$ cat src/rtl/alu_seq_pkg.sv
// Shared constants and types for the iterative accumulator sequencer and its ALU.
package alu_seq_pkg;

   localparam int DATA_W = 16;
   localparam int CNT_W  = 4;

   localparam logic [1:0] ALU_ADD   = 2'd0;
   localparam logic [1:0] ALU_SUB   = 2'd1;
   localparam logic [1:0] ALU_NOT_B = 2'd2;
   localparam logic [1:0] ALU_LT    = 2'd3;

   typedef enum logic [1:0] {
      IDLE = 2'd0,
      EXEC = 2'd1,
      DONE = 2'd2
   } seq_state_t;

endpackage

$ cat src/rtl/alu_accumulator_seq_if.sv
// Command/result handshake bundle between a requester (master) and the sequencer (slave).
interface alu_accumulator_seq_if #(
   parameter int DATA_W = alu_seq_pkg::DATA_W,
   parameter int CNT_W  = alu_seq_pkg::CNT_W
);

   logic              cmd_valid;
   logic              cmd_ready;
   logic              cmd_load;
   logic [1:0]        cmd_op;
   logic [DATA_W-1:0] cmd_operand;
   logic [CNT_W-1:0]  cmd_repeat;
   logic              res_valid;
   logic              res_ready;
   logic [DATA_W-1:0] res_data;
   logic              busy;

   modport master (
      output cmd_valid, cmd_load, cmd_op, cmd_operand, cmd_repeat, res_ready,
      input  cmd_ready, res_valid, res_data, busy
   );

   modport slave (
      input  cmd_valid, cmd_load, cmd_op, cmd_operand, cmd_repeat, res_ready,
      output cmd_ready, res_valid, res_data, busy
   );

endinterface

$ cat src/rtl/add_sub_logic.sv
// Combinational 16-bit ALU: add, subtract, invert b, unsigned b<a compare.
module add_sub_logic
   import alu_seq_pkg::ALU_ADD, alu_seq_pkg::ALU_SUB, alu_seq_pkg::ALU_NOT_B, alu_seq_pkg::ALU_LT;
(
   input  logic [1:0]                    op,
   input  logic [alu_seq_pkg::DATA_W-1:0] a,
   input  logic [alu_seq_pkg::DATA_W-1:0] b,
   output logic [alu_seq_pkg::DATA_W-1:0] r
);

   localparam int W = alu_seq_pkg::DATA_W;

   // NOTE: default assignment first so no path through the case leaves r unassigned (no latch).
   always_comb begin
      r = '0;
      unique case (op)
         ALU_ADD:   r = a + b;
         ALU_SUB:   r = a - b;
         ALU_NOT_B: r = ~b;
         ALU_LT:    r = {{(W-1){1'b0}}, (b < a)};
         default:   r = '0;
      endcase
   end

endmodule

$ cat src/rtl/alu_accumulator_seq.sv
// Iterative sequencer: applies a latched ALU op to the accumulator a commanded number of
// times, with valid/ready handshakes on both command and result sides.
module alu_accumulator_seq
   import alu_seq_pkg::seq_state_t, alu_seq_pkg::IDLE, alu_seq_pkg::EXEC, alu_seq_pkg::DONE;
#(
   parameter int DATA_W = alu_seq_pkg::DATA_W,
   parameter int CNT_W  = alu_seq_pkg::CNT_W
)(
   input  logic                  clk,
   input  logic                  reset,
   alu_accumulator_seq_if.slave  bus
);

   seq_state_t        r_state;
   seq_state_t        w_next_state;
   logic [DATA_W-1:0] r_acc;
   logic [CNT_W-1:0]  r_cnt;
   logic [1:0]        r_op;
   logic [DATA_W-1:0] r_operand;
   logic [DATA_W-1:0] w_alu_r;
   logic              w_accept;
   logic              w_compute;

   add_sub_logic u_alu (
      .op (r_op),
      .a  (r_acc),
      .b  (r_operand),
      .r  (w_alu_r)
   );

   assign bus.cmd_ready = (r_state == IDLE) && !reset;
   assign bus.res_valid = (r_state == DONE);
   assign bus.res_data  = r_acc;
   assign bus.busy      = (r_state != IDLE);

   assign w_accept  = bus.cmd_valid && bus.cmd_ready;
   assign w_compute = !bus.cmd_load && (bus.cmd_repeat != '0);

   always_comb begin
      w_next_state = r_state;
      unique case (r_state)
         IDLE: if (w_accept) w_next_state = w_compute ? EXEC : DONE;
         EXEC: if (r_cnt == CNT_W'(1)) w_next_state = DONE;
         DONE: if (bus.res_ready) w_next_state = IDLE;
         default: w_next_state = IDLE;
      endcase
   end

   // NOTE: non-blocking assignments so every register samples pre-edge values.
   always_ff @(posedge clk) begin
      if (reset) begin
         r_state   <= IDLE;
         r_acc     <= '0;
         r_cnt     <= '0;
         r_op      <= '0;
         r_operand <= '0;
      end else begin
         r_state <= w_next_state;
         if (w_accept) begin
            r_op      <= bus.cmd_op;
            r_operand <= bus.cmd_operand;
            if (bus.cmd_load) r_acc <= bus.cmd_operand;
            else if (w_compute) r_cnt <= bus.cmd_repeat;
         end
         // The ALU only sees latched operands, so the first iteration lands on the edge after accept.
         if (r_state == EXEC) begin
            r_acc <= w_alu_r;
            r_cnt <= r_cnt - CNT_W'(1);
         end
      end
   end

endmodule

$ cat src/flat_wrapper.sv
// flat-port wrapper written by rule: the top's interface ports become plain ports
module alu_accumulator_seq_flat import alu_seq_pkg::seq_state_t, alu_seq_pkg::IDLE, alu_seq_pkg::EXEC, alu_seq_pkg::DONE;
#(
   parameter int DATA_W = alu_seq_pkg::DATA_W,
   parameter int CNT_W  = alu_seq_pkg::CNT_W
)
  (clk, reset, bus_cmd_valid, bus_cmd_load, bus_cmd_op, bus_cmd_operand, bus_cmd_repeat, bus_res_ready, bus_cmd_ready, bus_res_valid, bus_res_data, bus_busy);
  alu_accumulator_seq_if #(.DATA_W(DATA_W), .CNT_W(CNT_W)) bus_i ();
  input  logic clk;
  input  logic reset;
  input wire logic [$bits(bus_i.cmd_valid)-1:0] bus_cmd_valid;
  input wire logic [$bits(bus_i.cmd_load)-1:0] bus_cmd_load;
  input wire logic [$bits(bus_i.cmd_op)-1:0] bus_cmd_op;
  input wire logic [$bits(bus_i.cmd_operand)-1:0] bus_cmd_operand;
  input wire logic [$bits(bus_i.cmd_repeat)-1:0] bus_cmd_repeat;
  input wire logic [$bits(bus_i.res_ready)-1:0] bus_res_ready;
  output wire logic [$bits(bus_i.cmd_ready)-1:0] bus_cmd_ready;
  output wire logic [$bits(bus_i.res_valid)-1:0] bus_res_valid;
  output wire logic [$bits(bus_i.res_data)-1:0] bus_res_data;
  output wire logic [$bits(bus_i.busy)-1:0] bus_busy;
  assign bus_i.cmd_valid = bus_cmd_valid;
  assign bus_i.cmd_load = bus_cmd_load;
  assign bus_i.cmd_op = bus_cmd_op;
  assign bus_i.cmd_operand = bus_cmd_operand;
  assign bus_i.cmd_repeat = bus_cmd_repeat;
  assign bus_i.res_ready = bus_res_ready;
  assign bus_cmd_ready = bus_i.cmd_ready;
  assign bus_res_valid = bus_i.res_valid;
  assign bus_res_data = bus_i.res_data;
  assign bus_busy = bus_i.busy;
  alu_accumulator_seq #(.DATA_W(DATA_W), .CNT_W(CNT_W)) u_core (.clk(clk), .reset(reset), .bus(bus_i));
endmodule
$ cat config.mk
export PLATFORM = sky130hd
export DESIGN_NAME = alu_accumulator_seq_flat
export DESIGN_NICKNAME = d
export VERILOG_FILES = /design/src/rtl/alu_seq_pkg.sv /design/src/rtl/alu_accumulator_seq_if.sv /design/src/rtl/add_sub_logic.sv /design/src/rtl/alu_accumulator_seq.sv /design/src/flat_wrapper.sv
export SDC_FILE = /design/constraint.sdc
export NUM_CORES = 1
export LEC_CHECK = 0
export CAP_MARGIN = 20
export CORE_MARGIN = 2
export CORE_UTILIZATION = 50
export DETAILED_ROUTE_END_ITERATION = 7
export PLACE_DENSITY = 0.74
export SETUP_SLACK_MARGIN = 0.05
export SLEW_MARGIN = 10
export SYNTH_ARGS = -nofsm -noshare
export SYNTH_HDL_FRONTEND = slang
export SYNTH_SLANG_ARGS = --single-unit
$ cat constraint.sdc
create_clock -name clk -period 3.4 [get_ports clk]
set_input_delay 0.34 -clock clk [delete_from_list [all_inputs] [get_ports clk]]
set_output_delay 0.34 -clock clk [all_outputs]
set_load 0.02 [all_outputs]
# Yosys cells after proc, flatten, opt, wreduce, memory -nomap -nowiden

Index checks and enable logic that the tools add are counted.

Bits in registers: 40
Bits in latches: 0
Bits in writable memories: 0
Bits in read-only memories: 0
Bits of input ports: 27
Output and inout bits: 19
Word-level logic and storage cells: 48
Memories: 0

Add/subtract/negate cells: 3
$mul: 0
Div/mod/pow operators: 0
Order comparisons: 1
Eq/ne operators: 10
Shifts and indexed selects: 0
Multiplexer cells: 13
Bitwise gates (word level): 1
Reductions and logical operators: 15

Operator list:

| operator                                              | number |
|---|---|
| one-hot mux 16 bit (4 select lines)                   | 1 |
| two-way mux 16 bit                                    | 3 |
| adder 16 bit                                          | 1 |
| < comparator 16 bit                                   | 1 |
| two-way mux 4 bit                                     | 4 |
| NOT 16 bit                                            | 1 |
| subtractor 16 bit                                     | 1 |
| two-way mux 2 bit                                     | 4 |
| nonzero test 2 bit                                    | 4 |
| equality test 2 bit, second input constant            | 3 |
| inequality test 2 x 1 -> 1 bit, second input constant | 3 |
| one-hot mux 2 bit (3 select lines)                    | 1 |
| AND reduction 3 bit                                   | 2 |
| equality test 2 x 1 -> 1 bit, second input constant   | 2 |
| equality test 4 x 1 -> 1 bit, second input constant   | 1 |
| logical NOT 2 bit                                     | 2 |
| nonzero test 4 bit                                    | 1 |
| subtractor 4 x 1 -> 4 bit, second input constant      | 1 |
| logical AND 1 bit                                     | 3 |
| logical NOT 1 bit                                     | 2 |
| inequality test 2 bit, second input constant          | 1 |
| AND reduction 2 bit                                   | 1 |

# Logic depth before layout (Yosys ltp)

Word-level depth: 6
Mapped depth: 11

# By module

From an unflattened synthesis, not the netlist that was laid out.

Cells, all modules: 456
Area total of the unflattened synthesis: 3563.4 sq um

By module, submodules not included:

| module              | instances | cells an instance | area each (sq um) |
|---|---|---|---|
| alu_accumulator_seq | 1         | 199               | 1783.0 |
| add_sub_logic       | 1         | 257               | 1780.5 |

# Worst setup path after synthesis

No wires, ideal clock.

Kind: register -> register
Start point: reg u_core.r_acc[0], in the netlist u_core.bus.res_data[0]
End point: reg u_core.r_acc[0], in the netlist u_core.bus.res_data[0]
Setup time: 0.120 ns
Arrival: 2.311 ns
Data required time: 3.280 ns
Setup slack: 0.968 ns
Stages on the path, launching flop included: 12
Buffers on the path: 0
Path through: dfxtp_1 -> inv_1 -> ha_1 -> inv_1 -> fa_1 -> a211oi_1 -> o21ai_0 -> a31oi_1 -> o21ai_0 -> a21o_1 -> a211oi_1 -> nor2_1

Longest elaborated chain between the ends: 3
Elaborated cells on any way between the ends: 5
Classes of those cells: 2 x add/sub; 1 x order compare; 2 x mux

Ends and longest elaborated chain:

| element                                   | line                      | text |
|---|---|---|
| from (decl)                               | alu_accumulator_seq.sv:16 | `logic [DATA_W-1:0] r_acc;` |
| from (signal assigned)                    | alu_accumulator_seq.sv:62 | `if (bus.cmd_load) r_acc <= bus.cmd_operand;` |
| from (signal assigned)                    | alu_accumulator_seq.sv:67 | `r_acc <= w_alu_r;` |
| subtractor 16 bit (tied with other cells) | add_sub_logic.sv:18       | `ALU_SUB: r = a - b;` |
| one-hot mux 16 bit (4 select lines) (*)   | add_sub_logic.sv:16       | `unique case (op)` |
| two-way mux 16 bit (*)                    | alu_accumulator_seq.sv:66 | `if (r_state == EXEC) begin` |

Every way passes the cells marked *; elsewhere a longest branch is shown, timed or not.
A chain may end at the register's enable or synchronous reset.

# Final worst setup path

Start point: reg u_core.r_acc[1], in the netlist u_core.bus.res_data[1]
End point: reg u_core.r_acc[12], in the netlist u_core.bus.res_data[12]

Longest elaborated chain between the ends: 3
Elaborated cells on any way between the ends: 4
Classes of those cells: 2 x add/sub; 2 x mux

Ends and longest elaborated chain:

| element                                                  | line |
|---|---|
| subtractor 16 bit / adder 16 bit (equally long branches) | add_sub_logic.sv:18, add_sub_logic.sv:17 |
| one-hot mux 16 bit (4 select lines) (*)                  | add_sub_logic.sv:16 |
| two-way mux 16 bit (*)                                   | alu_accumulator_seq.sv:66 |

Marks and branches as above.

==> metrics.txt <==
Routed Antenna Nets=0; launching element type of the critical path=flip-flop; post-synth top area cell=sky130_fd_sc_hd__dfxtp_1; count of routing violations after the opening detailed-route iteration=300; Post-Synthesis Mean Instance Area=between 7 and 8 um^2; Fmax achieved=363 MHz; most repeated cell in the gate-level netlist after synthesis=sky130_fd_sc_hd__nor2_1; largest family of logic cells by synthesized area=compound AO/OA/AOI/OAI gates; Leakage Power=between 0.0015 and 0.002 uW; TritonCTS clock tree=yes; ant diodes=0; Worst Hold Class=reg2reg; largest buffer count on any clock path=2; global-route wire length before repair=between 15000 and 20000 um; multiplexer area fraction after synthesis=2.01%; DP HPWL=7650 um; CTS root buffer=sky130_fd_sc_hd__clkbuf_8; Yosys warning total=0; Least-Margin Pin Slew=around 0.98 ns; final critical-path share of the clock period=81.1%; worst path setup slack after routing=0.642 ns; placeable core region=between 7000 and 8000 um^2; Sinks on Clock Net=40; overall power after layout=1860 uW; vertical extent of the die=roughly 90 um; xor/xnor cell area share of the yosys netlist=slightly above 3%; port buffer count=between 40 and 50; post-synthesis instance area=3730 um^2; total count of max-transition violations in the final report=0; starting density of the core=51.4%; I/O pin cnt=between 40 and 50; iteration count of the initial detailed-routing pass=5; Final Instance Area=about 4300 um^2; run status=finished clean; via count=3700; number of core rows=31; final wirelength=10500 um; post-synthesis net count=between 500 and 600; detailed-route DRC error count=0; vias in the first global route=3488; Setup Total Neg Slack=0 ns; highest fanout seen on the critical path=6; placer's final routability congestion estimate=roughly 0.97; fraction of layout cells with a size suffix above 1=~6.0%; sum of overflow across all layers after global routing=0; RSZ-0062 raised after global routing=no; hold violation total from the final report=0; post-synth top area share=21.5%; number of setup violations in the final report=0; total cell area at the placement stage=~4100 um^2; commonest cells in the synthesized netlist=46 x sky130_fd_sc_hd__nor2_1, 43 x sky130_fd_sc_hd__inv_1, 40 x sky130_fd_sc_hd__dfxtp_1; post-synthesis sequential element count=40; DIE AREA=a little over 8000 um^2; register-to-register setup slack=between 0.6 and 0.7 ns; setup clock skew after layout=about 0.016 ns; clk slew on worst S/H paths=approximately 0.10 ns; detailed-route wire length per cell=~17 um; TritonCTS buffer count=5; fillers=690; number of library cell types mapped by synthesis=67; Worst VDD drop=0.193 mV; share of async-settable or async-resettable flops after synthesis=0%; top area cells in the synthesized netlist=sky130_fd_sc_hd__dfxtp_1 21%, sky130_fd_sc_hd__ha_1 11%, sky130_fd_sc_hd__a21oi_1 4.8%; power per unit of standard cell area=approximately 440 nW/um^2; synthesized-area fraction occupied by ao, oa, aoi and oai cells=between 30% and 40%; detail-routed via count per cell=6.03; number of enable flip-flop cells after synthesis=0; critical path endpoint category=flip-flop; headroom to the max-slew limit=34.5%; area fraction in and, or, nand and nor cells after synthesis=18.9%; pin count of the biggest net entering global routing=a little over 40; worst slack after detailed placement=0.674 ns; number of gates resized after cts=0; number of instances in the synthesized netlist=485; hold buffer count at cts=0; Adder-Cell Fraction of Synth Area=about an eighth; final critical delay including setup and external delays=approximately 2.8 ns; Die W=between 90 and 100 um; Worst Path Arrival=a little under 3 ns; clock insertion delay at the later pin of the skew report=0.32 ns; sequential-to-total area share from yosys stat=21.5%; number of antenna violations at the first check in global routing=0; category of the critical setup timing path=reg2reg; commonest register cell after synthesis=sky130_fd_sc_hd__dfxtp_1; H-tree depth=2; global-route total usage across every layer=around 26%; postcts setup bufs=0; max-cap viol count=0; nets=576; layout overhead on the synthesized area=14.2%; Worst Path Required=between 3 and 4 ns
-- area by class of cell --
cell class | count | area (um^2) | share of cell area, %
clock buffers | 5 | 68.8 | 1.62
clock inverters | 3 | 47.5 | 1.12
inverters | 43 | 161 | 3.79
multi-input cells | 371 | 2550 | 59.8
flip-flops and latches | 40 | 801 | 18.8
well taps | 99 | 124 | 2.91
repair buffers | 53 | 510 | 12.0
-- per-layer routing --
metal	wire length, um	track usage, %	share of wire [%]	up-vias
li1	-	-	-	1818
met1	4770	33.8	45	1717
met2	4940	44.2	47	152
met3	683	5.01	6.5	13
met4	122	6.54	1.2	0
met5	0	0	0	-
-- where the power goes --
| part | internal, uW | switching, uW | total, uW |
|---|---|---|---|
| registers | 518 | 56.0 | 574 |
| clock network | 221 | 199 | 420 |
| logic | 357 | 513 | 870 |
-- sequential cells by signal, summed over array words and instances (netlist names) --
register / flops
u_core.r_cnt: 4
u_core.r_state: 2
u_core.r_operand: 16
u_core.bus.res_data: 16
u_core.r_op: 2
-- per-stage QoR --
stage,hold WS [ns],utilization [%],instances
after global placement,0.481,57.1,606
final,0.512,58.7,614
after global routing,0.542,58.7,614
after CTS,0.510,58.7,614
after floorplan,0.448,-,485
after detailed placement,0.496,57.1,606
-- logic make-up after synthesis --
kind of cell	Yosys count
AOI/OAI and AO/OA	171
xor gates and xnor gates	13
adders and majority gates	35
buffers and inverters	74
DFF	40
muxes	7
and+or+nand+nor	145
-- worst paths after layout --
path / startpoint / endpoint / cells after the start
hold reg to reg: u_core.r_operand[0] / u_core.r_operand[0] / 2
setup reg to reg: u_core.bus.res_data[1] / u_core.bus.res_data[12] / 9
hold / removal: u_core.r_operand[0] / u_core.r_operand[0] / 2
setup / recovery: u_core.bus.res_data[1] / u_core.bus.res_data[12] / 9
-- cell usage in the layout, fill, tap and decap left out, types with 4 or more instances in the layout --
cell type	instances
sky130_fd_sc_hd__clkdlybuf4s50_1	45
sky130_fd_sc_hd__nand3_1	13
sky130_fd_sc_hd__a311oi_1	8
sky130_fd_sc_hd__ha_1	33
sky130_fd_sc_hd__a221oi_1	5
sky130_fd_sc_hd__o31ai_1	23
sky130_fd_sc_hd__o211ai_1	5
sky130_fd_sc_hd__a31oi_1	11
sky130_fd_sc_hd__a21oi_1	36
sky130_fd_sc_hd__buf_4	8
sky130_fd_sc_hd__nor2b_1	6
sky130_fd_sc_hd__nand2_1	38
sky130_fd_sc_hd__or3_1	4
sky130_fd_sc_hd__o21ai_0	32
sky130_fd_sc_hd__dfxtp_1	40
sky130_fd_sc_hd__xnor2_1	10
sky130_fd_sc_hd__nor3_1	15
sky130_fd_sc_hd__a211oi_1	9
sky130_fd_sc_hd__nor4_1	6
sky130_fd_sc_hd__mux2i_1	6
sky130_fd_sc_hd__inv_1	43
sky130_fd_sc_hd__a21o_1	8
sky130_fd_sc_hd__nor2_1	46
sky130_fd_sc_hd__o21a_1	5
sky130_fd_sc_hd__clkbuf_8	5
-- critical path: stages (launching register included) --
cell and delay, ns:
sky130_fd_sc_hd__dfxtp_1 0.48, sky130_fd_sc_hd__inv_1 0.12, sky130_fd_sc_hd__fa_1 0.46, sky130_fd_sc_hd__nor2_1 0.14
sky130_fd_sc_hd__o221ai_1 0.17, sky130_fd_sc_hd__a221oi_1 0.54, sky130_fd_sc_hd__a211oi_1 0.21, sky130_fd_sc_hd__xnor2_1 0.17
sky130_fd_sc_hd__o21ai_0 0.09, sky130_fd_sc_hd__a311oi_1 0.28
(Power assumes the default switching activity.)
